==> src/rtl/eth_udp_pkt_gen.sv <==
// rtl/eth_udp_pkt_gen.sv - IPv4/UDP header builder feeding the RMII transmit FIFO; optional padding via ETH_UDP_PAD_EN
module eth_udp_pkt_gen #(
  parameter logic [31:0] pSRC_IP   = 32'hC0A80164,
  parameter logic [31:0] pDST_IP   = 32'hC0A801FF,
  parameter logic [15:0] pSRC_PORT = 16'd5000,
  parameter logic [15:0] pDST_PORT = 16'd5001,
  parameter int          pMAX_LEN  = 1472
) (
  input  logic        Clk_i,
  input  logic        Rst_n_i,
  input  logic        Start_i,
  input  logic [10:0] Payload_Len_i,
  output logic        Busy_o,
  output logic        Len_Err_o,
  input  logic [7:0]  Pld_Byte_i,
  input  logic        Pld_Valid_i,
  output logic        Pld_Ready_o,
  input  logic        Fifo_Afull_i,
  output logic [7:0]  Eth_Byte_o,
  output logic        Eth_Byte_Valid_o,
  output logic        Eth_Pkt_Rdy_o
);

`ifdef ETH_UDP_PAD_EN
  typedef enum logic [2:0] {IDLE, CSUM, HDR, PLD, PAD, DONE} state_t;
`else
  typedef enum logic [2:0] {IDLE, CSUM, HDR, PLD, DONE} state_t;
`endif

  state_t      state_q;
  logic [10:0] len_q;
  logic [15:0] id_q;
  logic [19:0] acc_q;
  logic [15:0] csum_q;
  logic [4:0]  step_q;
  logic [10:0] cnt_q;
  logic [7:0]  eth_byte_q;
  logic        eth_valid_q;
  logic        pkt_rdy_q;
  logic        busy_q;
  logic        len_err_q;

  logic [15:0] tot_len_d;
  logic [15:0] udp_len_d;
  logic [15:0] csum_word_d;
  logic [7:0]  hdr_byte_d;
  logic [19:0] fold_sum_d;
  logic        len_ok_d;

  assign tot_len_d  = 16'd28 + {5'd0, len_q};
  assign udp_len_d  = 16'd8 + {5'd0, len_q};
  assign fold_sum_d = {4'd0, acc_q[15:0]} + {16'd0, acc_q[19:16]};
  assign len_ok_d   = (Payload_Len_i != 11'd0) && (32'(Payload_Len_i) <= pMAX_LEN);

  // Header word fed into the checksum adder on each CSUM step (checksum field counted as zero)
  always_comb begin
    csum_word_d = 16'h0000;
    case (step_q)
      5'd0:    csum_word_d = 16'h4500;
      5'd1:    csum_word_d = tot_len_d;
      5'd2:    csum_word_d = id_q;
      5'd3:    csum_word_d = 16'h4000;
      5'd4:    csum_word_d = 16'h4011;
      5'd6:    csum_word_d = pSRC_IP[31:16];
      5'd7:    csum_word_d = pSRC_IP[15:0];
      5'd8:    csum_word_d = pDST_IP[31:16];
      5'd9:    csum_word_d = pDST_IP[15:0];
      default: csum_word_d = 16'h0000;
    endcase
  end

  // IPv4 + UDP header byte selected by the header byte index, network order
  always_comb begin
    hdr_byte_d = 8'h00;
    case (step_q)
      5'd0:    hdr_byte_d = 8'h45;
      5'd2:    hdr_byte_d = tot_len_d[15:8];
      5'd3:    hdr_byte_d = tot_len_d[7:0];
      5'd4:    hdr_byte_d = id_q[15:8];
      5'd5:    hdr_byte_d = id_q[7:0];
      5'd6:    hdr_byte_d = 8'h40;
      5'd8:    hdr_byte_d = 8'h40;
      5'd9:    hdr_byte_d = 8'h11;
      5'd10:   hdr_byte_d = csum_q[15:8];
      5'd11:   hdr_byte_d = csum_q[7:0];
      5'd12:   hdr_byte_d = pSRC_IP[31:24];
      5'd13:   hdr_byte_d = pSRC_IP[23:16];
      5'd14:   hdr_byte_d = pSRC_IP[15:8];
      5'd15:   hdr_byte_d = pSRC_IP[7:0];
      5'd16:   hdr_byte_d = pDST_IP[31:24];
      5'd17:   hdr_byte_d = pDST_IP[23:16];
      5'd18:   hdr_byte_d = pDST_IP[15:8];
      5'd19:   hdr_byte_d = pDST_IP[7:0];
      5'd20:   hdr_byte_d = pSRC_PORT[15:8];
      5'd21:   hdr_byte_d = pSRC_PORT[7:0];
      5'd22:   hdr_byte_d = pDST_PORT[15:8];
      5'd23:   hdr_byte_d = pDST_PORT[7:0];
      5'd24:   hdr_byte_d = udp_len_d[15:8];
      5'd25:   hdr_byte_d = udp_len_d[7:0];
      default: hdr_byte_d = 8'h00;
    endcase
  end

  // Packet sequencer: checksum, header, payload (and padding), then the ready pulse
  always_ff @(posedge Clk_i or negedge Rst_n_i) begin
    if (!Rst_n_i) begin
      state_q     <= IDLE;
      len_q       <= '0;
      id_q        <= '0;
      acc_q       <= '0;
      csum_q      <= '0;
      step_q      <= '0;
      cnt_q       <= '0;
      eth_byte_q  <= '0;
      eth_valid_q <= 1'b0;
      pkt_rdy_q   <= 1'b0;
      busy_q      <= 1'b0;
      len_err_q   <= 1'b0;
    end else begin
      eth_valid_q <= 1'b0;
      pkt_rdy_q   <= 1'b0;
      len_err_q   <= 1'b0;
      case (state_q)
        IDLE: begin
          busy_q <= 1'b0;
          // busy_q still high here during the ready-pulse cycle, so Start is ignored then
          if (Start_i && !busy_q) begin
            if (len_ok_d) begin
              len_q   <= Payload_Len_i;
              busy_q  <= 1'b1;
              acc_q   <= '0;
              step_q  <= '0;
              state_q <= CSUM;
            end else begin
              len_err_q <= 1'b1;
            end
          end
        end
        CSUM: begin
          step_q <= step_q + 5'd1;
          if (step_q < 5'd10) begin
            acc_q <= acc_q + {4'd0, csum_word_d};
          end else if (step_q == 5'd10) begin
            acc_q <= fold_sum_d;
          end else begin
            csum_q  <= ~fold_sum_d[15:0];
            step_q  <= '0;
            state_q <= HDR;
          end
        end
        HDR: begin
          if (!Fifo_Afull_i) begin
            eth_byte_q  <= hdr_byte_d;
            eth_valid_q <= 1'b1;
            if (step_q == 5'd27) begin
              step_q  <= '0;
              cnt_q   <= len_q;
              state_q <= PLD;
            end else begin
              step_q <= step_q + 5'd1;
            end
          end
        end
        PLD: begin
          if (Pld_Valid_i && !Fifo_Afull_i) begin
            eth_byte_q  <= Pld_Byte_i;
            eth_valid_q <= 1'b1;
            cnt_q       <= cnt_q - 11'd1;
            if (cnt_q == 11'd1) begin
`ifdef ETH_UDP_PAD_EN
              if (len_q < 11'd18) begin
                cnt_q   <= 11'd18 - len_q;
                state_q <= PAD;
              end else begin
                state_q <= DONE;
              end
`else
              state_q <= DONE;
`endif
            end
          end
        end
`ifdef ETH_UDP_PAD_EN
        PAD: begin
          if (!Fifo_Afull_i) begin
            eth_byte_q  <= 8'h00;
            eth_valid_q <= 1'b1;
            cnt_q       <= cnt_q - 11'd1;
            if (cnt_q == 11'd1) begin
              state_q <= DONE;
            end
          end
        end
`endif
        DONE: begin
          pkt_rdy_q <= 1'b1;
          id_q      <= id_q + 16'd1;
          state_q   <= IDLE;
        end
        default: state_q <= IDLE;
      endcase
    end
  end

  assign Pld_Ready_o      = (state_q == PLD) && !Fifo_Afull_i;
  assign Busy_o           = busy_q;
  assign Len_Err_o        = len_err_q;
  assign Eth_Byte_o       = eth_byte_q;
  assign Eth_Byte_Valid_o = eth_valid_q;
  assign Eth_Pkt_Rdy_o    = pkt_rdy_q;

endmodule

==> config.mk <==
export PLATFORM = sky130hd
export DESIGN_NAME = eth_udp_pkt_gen
export DESIGN_NICKNAME = d
export VERILOG_FILES = /design/src/rtl/eth_udp_pkt_gen.sv
export SDC_FILE = /design/constraint.sdc
export NUM_CORES = 1
export LEC_CHECK = 0
export BUFFER_PORTS_ARGS = -buffer_cell sky130_fd_sc_hd__buf_2
export CORE_MARGIN = 3
export CORE_UTILIZATION = 55
export CTS_BUF_LIST = sky130_fd_sc_hd__clkbuf_16
export DETAILED_ROUTE_END_ITERATION = 7
export GPL_TIMING_DRIVEN = 0
export HOLD_SLACK_MARGIN = 0.05
export PLACE_DENSITY = 0.8
export SLEW_MARGIN = 40
export SYNTH_ARGS = -nofsm -noshare
export SYNTH_HDL_FRONTEND = slang
export SYNTH_SLANG_ARGS = --single-unit
==> constraint.sdc <==
create_clock -name Clk_i -period 10.3 [get_ports Clk_i]
set_input_delay 1.545 -clock Clk_i [delete_from_list [all_inputs] [get_ports Clk_i]]
set_output_delay 1.545 -clock Clk_i [all_outputs]
set_load 0.02 [all_outputs]
# Word-level counts from Yosys, hierarchy flattened
# Cells that the tools add are included.
[totals]
wordCells = 127
register_bits = 94
[classes]
n_eq_ne = 40
n_bitwise = 3
n_reduce_logical = 24
n_lt_le_gt_ge = 2
muxes = 39
add_sub_neg = 7
[op_table]
columns = ["op", "n"]
rows = [
  ["$pmux 8 s19", 1],
  ["$pmux 16 s8", 1],
  ["$mux 20", 4],
  ["$eq 5x5->1 const B", 11],
  ["$eq 5x4->1 const B", 8],
  ["$pmux 20 s2", 1],
  ["$mux 11", 3],
  ["$mux 5", 6],
  ["$mux 3", 8],
  ["$pmux 11 s2", 1],
  ["$add 20x16->20", 1],
  ["$eq 5x3->1 const B", 4],
  ["$add 16x4->17", 1],
  ["$add 16x1->16 const B", 1],
  ["$mux 8", 2],
  ["$ne 2x2->1 const B", 8],
  ["$not 16->16", 1],
  ["$pmux 8 s2", 1],
  ["$pmux 5 s3", 1],
  ["$add 4x11->12 const A", 1],
  ["$add 5x11->12 const A", 1],
  ["$pmux 3 s4", 1],
  ["$reduce_and 4->1", 3],
  ["$eq 11x1->1 const B", 1],
  ["other kinds (23)", 44],
]

# Depth between registers and ports, before layout
# Gate-level depths: netlist (run 1).
[depth]
ltp_word = 6
depth_mapped = 15
mapped_depth_nobuf = 14

# Worst setup path after synthesis (run 1)
# Ideal clock, no wire load.
[synth_timing]
path_kind = "flip-flop to flip-flop"
start = "reg step_q[2]"
end = "reg acc_q[16]"
setup_ps = 87
stages_incl_launch_ff = 16
setup_slack_ps = 6642
n_path_buf = 3
arrival_time_ps = 3571
path_cell_list = "dfrtp_1 > clkbuf_1 > buf_1 > clkbuf_1 > nor2_1 > and2_1 > a22oi_1 > nand2_1 > ha_1 > fa_1 > a21o_1 > and4_1 > nor4_1 > nor4_1 > or2_2 > o211ai_1"
[synth_via]
elab_chain_len = 6
elab_cells_between_ends = 18
cone_classes = "add/sub: 1; order compare: 1; eq/ne: 10; mux: 3; reduce/logical: 3"
[synth_lines]
columns = ["item", "line_no", "rtl"]
rows = [
  ["start, declared", "35", "logic [4:0] step_q;"],
  ["start signal, assigned", "140", "step_q <= step_q + 5'd1;"],
  ["start signal, assigned", "160", "step_q <= step_q + 5'd1;"],
  ["$eq 5x4->1 / $eq 5x3->1 (equally long branches)", "58", "case (step_q)"],
  ["$reduce_or 2->1 (no line)", "n/a", ""],
  ["$pmux 16 s8", "58", ""],
  ["$add 20x16->20", "142", "acc_q <= acc_q + {4'd0, csum_word_d};"],
  ["$mux 20", "141", "if (step_q < 5'd10) begin"],
  ["$pmux 20 s2", "123", "case (state_q)"],
  ["end signal, assigned", "142", ""],
  ["end signal, assigned", "144", "acc_q <= fold_sum_d;"],
  ["end, declared", "33", "logic [19:0] acc_q;"],
]
# Parallel ways exist; a longest one is shown, timed or not.
# A chain may end at the register's enable or synchronous reset.

# Final worst setup path (run 1)
# Ends and elaborated chain as after synthesis.

==> out/qor.yml, run 1 <==
status: "complete, no violations"
synth.distinct_cells: 76
switchingPower_mw: 1.05
ios: 37
die-area_sq_mm: 0.0142
clock_latency_ns: 0.36
grt_pass1_vias: 6381
cts_made_buffers: 9
wire_per_inst_um: 20.8
detail-route-antenna-nets: 0
end_kind: "flip-flop"
drtPass1Iterations: 7
viasPerCell: 6.53
synth-async-reset-ratio: 1.00
max_freq_ghz: 0.204
crit_fanout: 10
synthesis.area_sq_mm: 0.00705
min_period_ns: 4.90
grt_pass1_wl_mm: 35.2
clock_power_share: 0.154
comb_power_share: 0.545
switching_share: 0.485
p_int_mw: 1.12
place_area_sq_mm: 0.00749
seq_area_frac_synth: 0.334
finalSetupTns_ns: 0
grt_max_degree: 74
cts_root_buf: "clkbuf_16"
cts_resized: 0
synth_nets: 901
drive_gt1_frac: 0.103
path_clk_slew_ns: 0.08
crit_start: "step_q[2]$_DFFE_PN0P_"
cts_setup_buffers: 0
final_max_slew_viol_count: 0
cts_hold_buf: 0
fin_crit_sh: 0.476
synth_seq_cells: 94
final_common_cell: "dfrtp_1"
routabilityCongestion: 1.04
ff2ff_path_depth: 15
worstHoldPathType: "reg -> reg"
p_per_area_mw_per_mm2: 279
critPathKind: "reg -> reg"
core_sq_mm: 0.0123
io_buffers: 36
fillers: 1070
synth_edf_count: 0
final_nets: 949
die-width_um: 119
syn_avg_cell_area_sq_um: 8.36
crit_required_ns: 10.58
yosys_warnings: 0
synthCells: 843
max_cap_violations: 0
grt_overflow_total: 0
postLayoutCoreUtil: 0.634
diodes: 0
cp-endpoint: "acc_q[16]$_DFFE_PN0P_"
start_kind: "flip-flop"
rsz0062_at_grt: "no"
seq_power_share: 0.301
dp_hpwl_mm: 16.7
rows: 40
timing.rr.start: "step_q[2]$_DFFE_PN0P_"
holdPathStages: 2
finClkSkew_ns: 0.00909
cts_tree: "yes"
worst_pin_slew_ns: 0.832
r2r_slack_ns: 5.40
drtIter0Drc: 1041
leakage_nw: 3.40
vias: 6949
grt_usage: 0.317
finalPower_mw: 2.17
slew_headroom: 0.444
antenna_found_initial: 0
postLayoutCellArea_sq_mm: 0.00778
final_cell_mix: "dfrtp_1, nand2_1, o21ai_0"
drc: 0
die_y_um: 119
cp.arrival_ns: 5.19
finalWirelength_mm: 22.1
r2r_end: "acc_q[16]$_DFFE_PN0P_"
final-setup-viol-count: 0
syn_to_final_growth_pct: 10.4
ir_worst_vdd_mv: 0.178
initial_core_util: 0.575
hold_violations: 0
htreeDepth: 3
ys.flop_type: "dfrtp_1"
cts_max_path_buffers: 2
clock_sinks: 94
==> per-layer routing <==
metal  wire [um]  part of all wire  vias to the layer above  track usage
met5           0                 0                        -            0
met4         920             0.042                        0        0.160
met3        2300              0.10                       69       0.0703
met2        9740              0.44                      372        0.466
met1        9170              0.41                     3285        0.438
li1            -                 -                     3223            -
==> logic make-up (layout without fill, tap and decap cells) <==
family	count (synthesis)	in the layout	synth area share
adders and majority gates	34	34	0.0625
DFF	94	94	0.334
muxes	24	24	0.0371
xor gates and xnor gates	48	48	0.0597
buffers and inverters	73	126	0.0430
and+or+nand+nor	298	298	0.218
AOI/OAI and AO/OA	272	272	0.246
==> Yosys cell counts (all sizes together), types with 11 or more instances <==
library cell | number | share of area
dfrtp | 94 | 0.33
nand2 | 88 | 0.047
o21ai | 82 | 0.058
a21oi | 61 | 0.043
nor2 | 53 | 0.028
clkbuf | 40 | 0.021
ha | 32 | 0.057
nand3 | 30 | 0.021
xnor2 | 28 | 0.035
nor3 | 24 | 0.017
inv | 23 | 0.012
xor2 | 20 | 0.025
mux2 | 17 | 0.027
a22oi | 16 | 0.018
nand2b | 15 | 0.013
nand4 | 14 | 0.012
a21o | 13 | 0.014
o211ai | 12 | 0.013
o22ai | 11 | 0.0098
==> sequential cells by signal, indices dropped and copies added (netlist names), 3 cells and up <==
signal,flops
state_q,3
acc_q,20
step_q,5
id_q,16
len_q,11
Eth_Byte_o,8
cnt_q,11
csum_q,16
==> area by class of cell <==
class,count,area [sq um],area share
multi-input combinational,676,4410,0.567
sequential,94,2350,0.302
clock buffer,9,225,0.0289
timing repair buffer,37,218,0.0280
buffer,49,213,0.0273
tap,168,210,0.0270
inverter,24,90.1,0.0116
clock inverter,7,62.6,0.00804
==> power groups by stage <==
stage | Sequential, mW | Combinational [mW] | Clock (mW)
CTS | 0.648 | 1.15 | 0.339
detailed placement | 0.655 | 1.15 | 0
global route | 0.670 | 1.30 | 0.356
finish | 0.654 | 1.18 | 0.336
floorplan | 0.615 | 0.832 | 0
global placement | 0.649 | 1.13 | 0
==> per-stage QoR <==
step	setup WS (ns)	std cells	hold WS (ns)
after floorplan	6.64	843	0.450
after detailed placement	5.55	1048	0.465
after CTS	5.52	1064	0.481
after global placement	5.53	1047	0.457
final	5.40	1064	0.474
after global routing	5.17	1064	0.502
==> how the worst min path moves through the flow <==
stage / from / to / slack, ns
5_1_grt: Eth_Byte_o[5]$_DFFE_PN0P_ / Eth_Byte_o[5]$_DFFE_PN0P_ / 0.50
4_1_cts: Eth_Byte_o[3]$_DFFE_PN0P_ / Eth_Byte_o[3]$_DFFE_PN0P_ / 0.48
3_5_place_dp: Eth_Byte_o[3]$_DFFE_PN0P_ / Eth_Byte_o[3]$_DFFE_PN0P_ / 0.46
6_report: Eth_Byte_o[3]$_DFFE_PN0P_ / Eth_Byte_o[3]$_DFFE_PN0P_ / 0.47
3_3_place_gp: Eth_Byte_o[3]$_DFFE_PN0P_ / Eth_Byte_o[3]$_DFFE_PN0P_ / 0.46
2_1_floorplan: csum_q[3]$_DFFE_PN0P_ / csum_q[3]$_DFFE_PN0P_ / 0.45
==> worst max-delay path: stages, from the launching register on <==
cell	delay [ns]
dfrtp_1	0.38
clkbuf_1	0.41
buf_1	0.43
clkbuf_1	0.50
nor2_1	0.11
and2_1	0.23
a22oi_1	0.21
nand2_1	0.16
ha_1	0.26
fa_1	0.41
a21o_1	0.18
and4_1	0.23
nor4_1	0.63
nor4_1	0.20
or2_2	0.32
o211ai_1	0.16
Note: power is estimated with default switching activity, not from simulation.
==> run 2, diff against run 1 <==
==> constraint.sdc (replaced) <==
create_clock -name Clk_i -period 5.1 [get_ports Clk_i]
set_input_delay 0.765 -clock Clk_i [delete_from_list [all_inputs] [get_ports Clk_i]]
set_output_delay 0.765 -clock Clk_i [all_outputs]
set_load 0.02 [all_outputs]
==> run 2 against run 1 <==
The run now ends with DRC left; utilization hardly changed; clock skew barely moved; sequential power up 100%; via count increased by 0.39%; die area stayed put; power is 100% higher; combinational power increased by 100%; maximum frequency up 3.4%; clock power grew 100%; highest routed layer unchanged.
==> out/qor.yml, run 2 (synthesized netlist as in run 1, its figures left out) <==
start_kind: "flip-flop"
slew_headroom: 0.419
crit_fanout: 10
final_common_cell: "dfrtp_1"
rsz0062_at_grt: "no"
crit_required_ns: 5.32
diodes: 0
min_period_ns: 4.75
cts_root_buf: "clkbuf_16"
violations: "DRC"
cts_max_path_buffers: 2
p_per_area_mw_per_mm2: 565
detail-route-antenna-nets: 0
grt_pass1_wl_mm: 35.2
drtPass1Iterations: 8
clock_sinks: 94
end_kind: "flip-flop"
initial_core_util: 0.575
max_freq_ghz: 0.211
routabilityCongestion: 1.04
htreeDepth: 3
grt_pass1_vias: 6381
die-width_um: 119
drc: 1
drtIter0Drc: 1004
die_y_um: 119
status: "finished, violations left"
cts_tree: "yes"
finalWirelength_mm: 22.2
finClkSkew_ns: 0.00878
grt_overflow_total: 0
die-area_sq_mm: 0.0142
wire_per_inst_um: 20.8
final_cell_mix: "dfrtp_1, nand2_1, o21ai_0"
final_max_slew_viol_count: 0
cp.arrival_ns: 4.97
largest_reg_flops: 20
vias: 6976
viasPerCell: 6.56
drive_gt1_frac: 0.104
critPathKind: "reg -> reg"
dp_hpwl_mm: 16.7
max_cap_violations: 0
rows: 40
grt_usage: 0.317
fin_crit_sh: 0.930
antenna_found_initial: 0
top_regs: "acc_q (20), csum_q (16), id_q (16)"
cts_setup_buffers: 0
final_nets: 949
final-setup-viol-count: 0
postLayoutCoreUtil: 0.635
ir_worst_vdd_mv: 0.361
worst_pin_slew_ns: 0.869
io_buffers: 36
cts_made_buffers: 9
finalSetupTns_ns: 0
leakage_nw: 3.40
core_sq_mm: 0.0123
path_clk_slew_ns: 0.07
largest_register: "acc_q"
clock_latency_ns: 0.37
ios: 37
hold_violations: 0
worstHoldPathType: "in -> async"
grt_max_degree: 74
finalPower_mw: 4.39
r2r_slack_ns: 0.35
syn_to_final_growth_pct: 10.4
## run 2: cell type report
class,count,area (sq um)
fill,1070,4480
multi-input combinational,676,4410
timing repair buffer,37,218
clock inverter,7,62.6
clock buffer,9,225
buffer,49,214
sequential,94,2350
tap,168,210
inverter,24,90.1
## run 2: critical path, cell delays in order (launching register included)
cell	delay [ns]
dfrtp_1	0.35
clkbuf_1	0.45
inv_1	0.16
ha_1	0.23
a21boi_0	0.63
nor2_1	0.15
xnor2_1	0.19
o211ai_1	0.42
ha_1	0.39
and3_1	0.21
a221oi_1	0.44
nor2_1	0.08
a311oi_1	0.55
mux2i_1	0.26
o211ai_1	0.10
## run 2: metrics by stage
stage / hold slack, ns / instances / setup slack, ns / instance area, sq um
6_report: 0.225 / 1064 / 0.355 / 7780
5_1_grt: 0.231 / 1064 / 0.144 / 7780
4_1_cts: 0.228 / 1064 / 0.315 / 7770
3_5_place_dp: 0.465 / 1048 / 0.348 / 7490
3_3_place_gp: 0.457 / 1047 / 0.330 / 7440
2_1_floorplan: 0.450 / 843 / 1.44 / 7050
## run 2: metal layers
layer,up-vias,global-route usage,share of wire
met2,375,0.466,0.44
li1,3210,-,-
met5,-,0,0
met1,3311,0.438,0.41
met4,0,0.160,0.045
met3,80,0.0703,0.10
## run 2: final timing paths
check / from / end / cells past startpoint
worst max-delay path: len_q[4]$_DFFE_PN0P_ / acc_q[15]$_DFFE_PN0P_ / 14
min in group Clk_i: Eth_Byte_o[3]$_DFFE_PN0P_ / Eth_Byte_o[3]$_DFFE_PN0P_ / 2
worst min-delay path: Rst_n_i / Eth_Byte_o[0]$_DFFE_PN0P_ / 1
max in group asynchronous: Rst_n_i / Len_Err_o$_DFF_PN0_ / 2
worst min register to register: Eth_Byte_o[3]$_DFFE_PN0P_ / Eth_Byte_o[3]$_DFFE_PN0P_ / 2
worst max register to register: len_q[4]$_DFFE_PN0P_ / acc_q[15]$_DFFE_PN0P_ / 14
## run 2: where the power goes
group | switching (mW) | internal, mW | leakage (nW)
clock network | 0.341 | 0.342 | 0.138
registers | 0.325 | 0.999 | 1.23
logic | 1.47 | 0.917 | 2.03
## run 2: what timing repair did
| action | in CTS | in global routing |
|---|---|---|
| resized for setup | 0 | 2 |
| hold buffers | 0 | 0 |
| endpoints found under the setup margin | 0 | 1 |
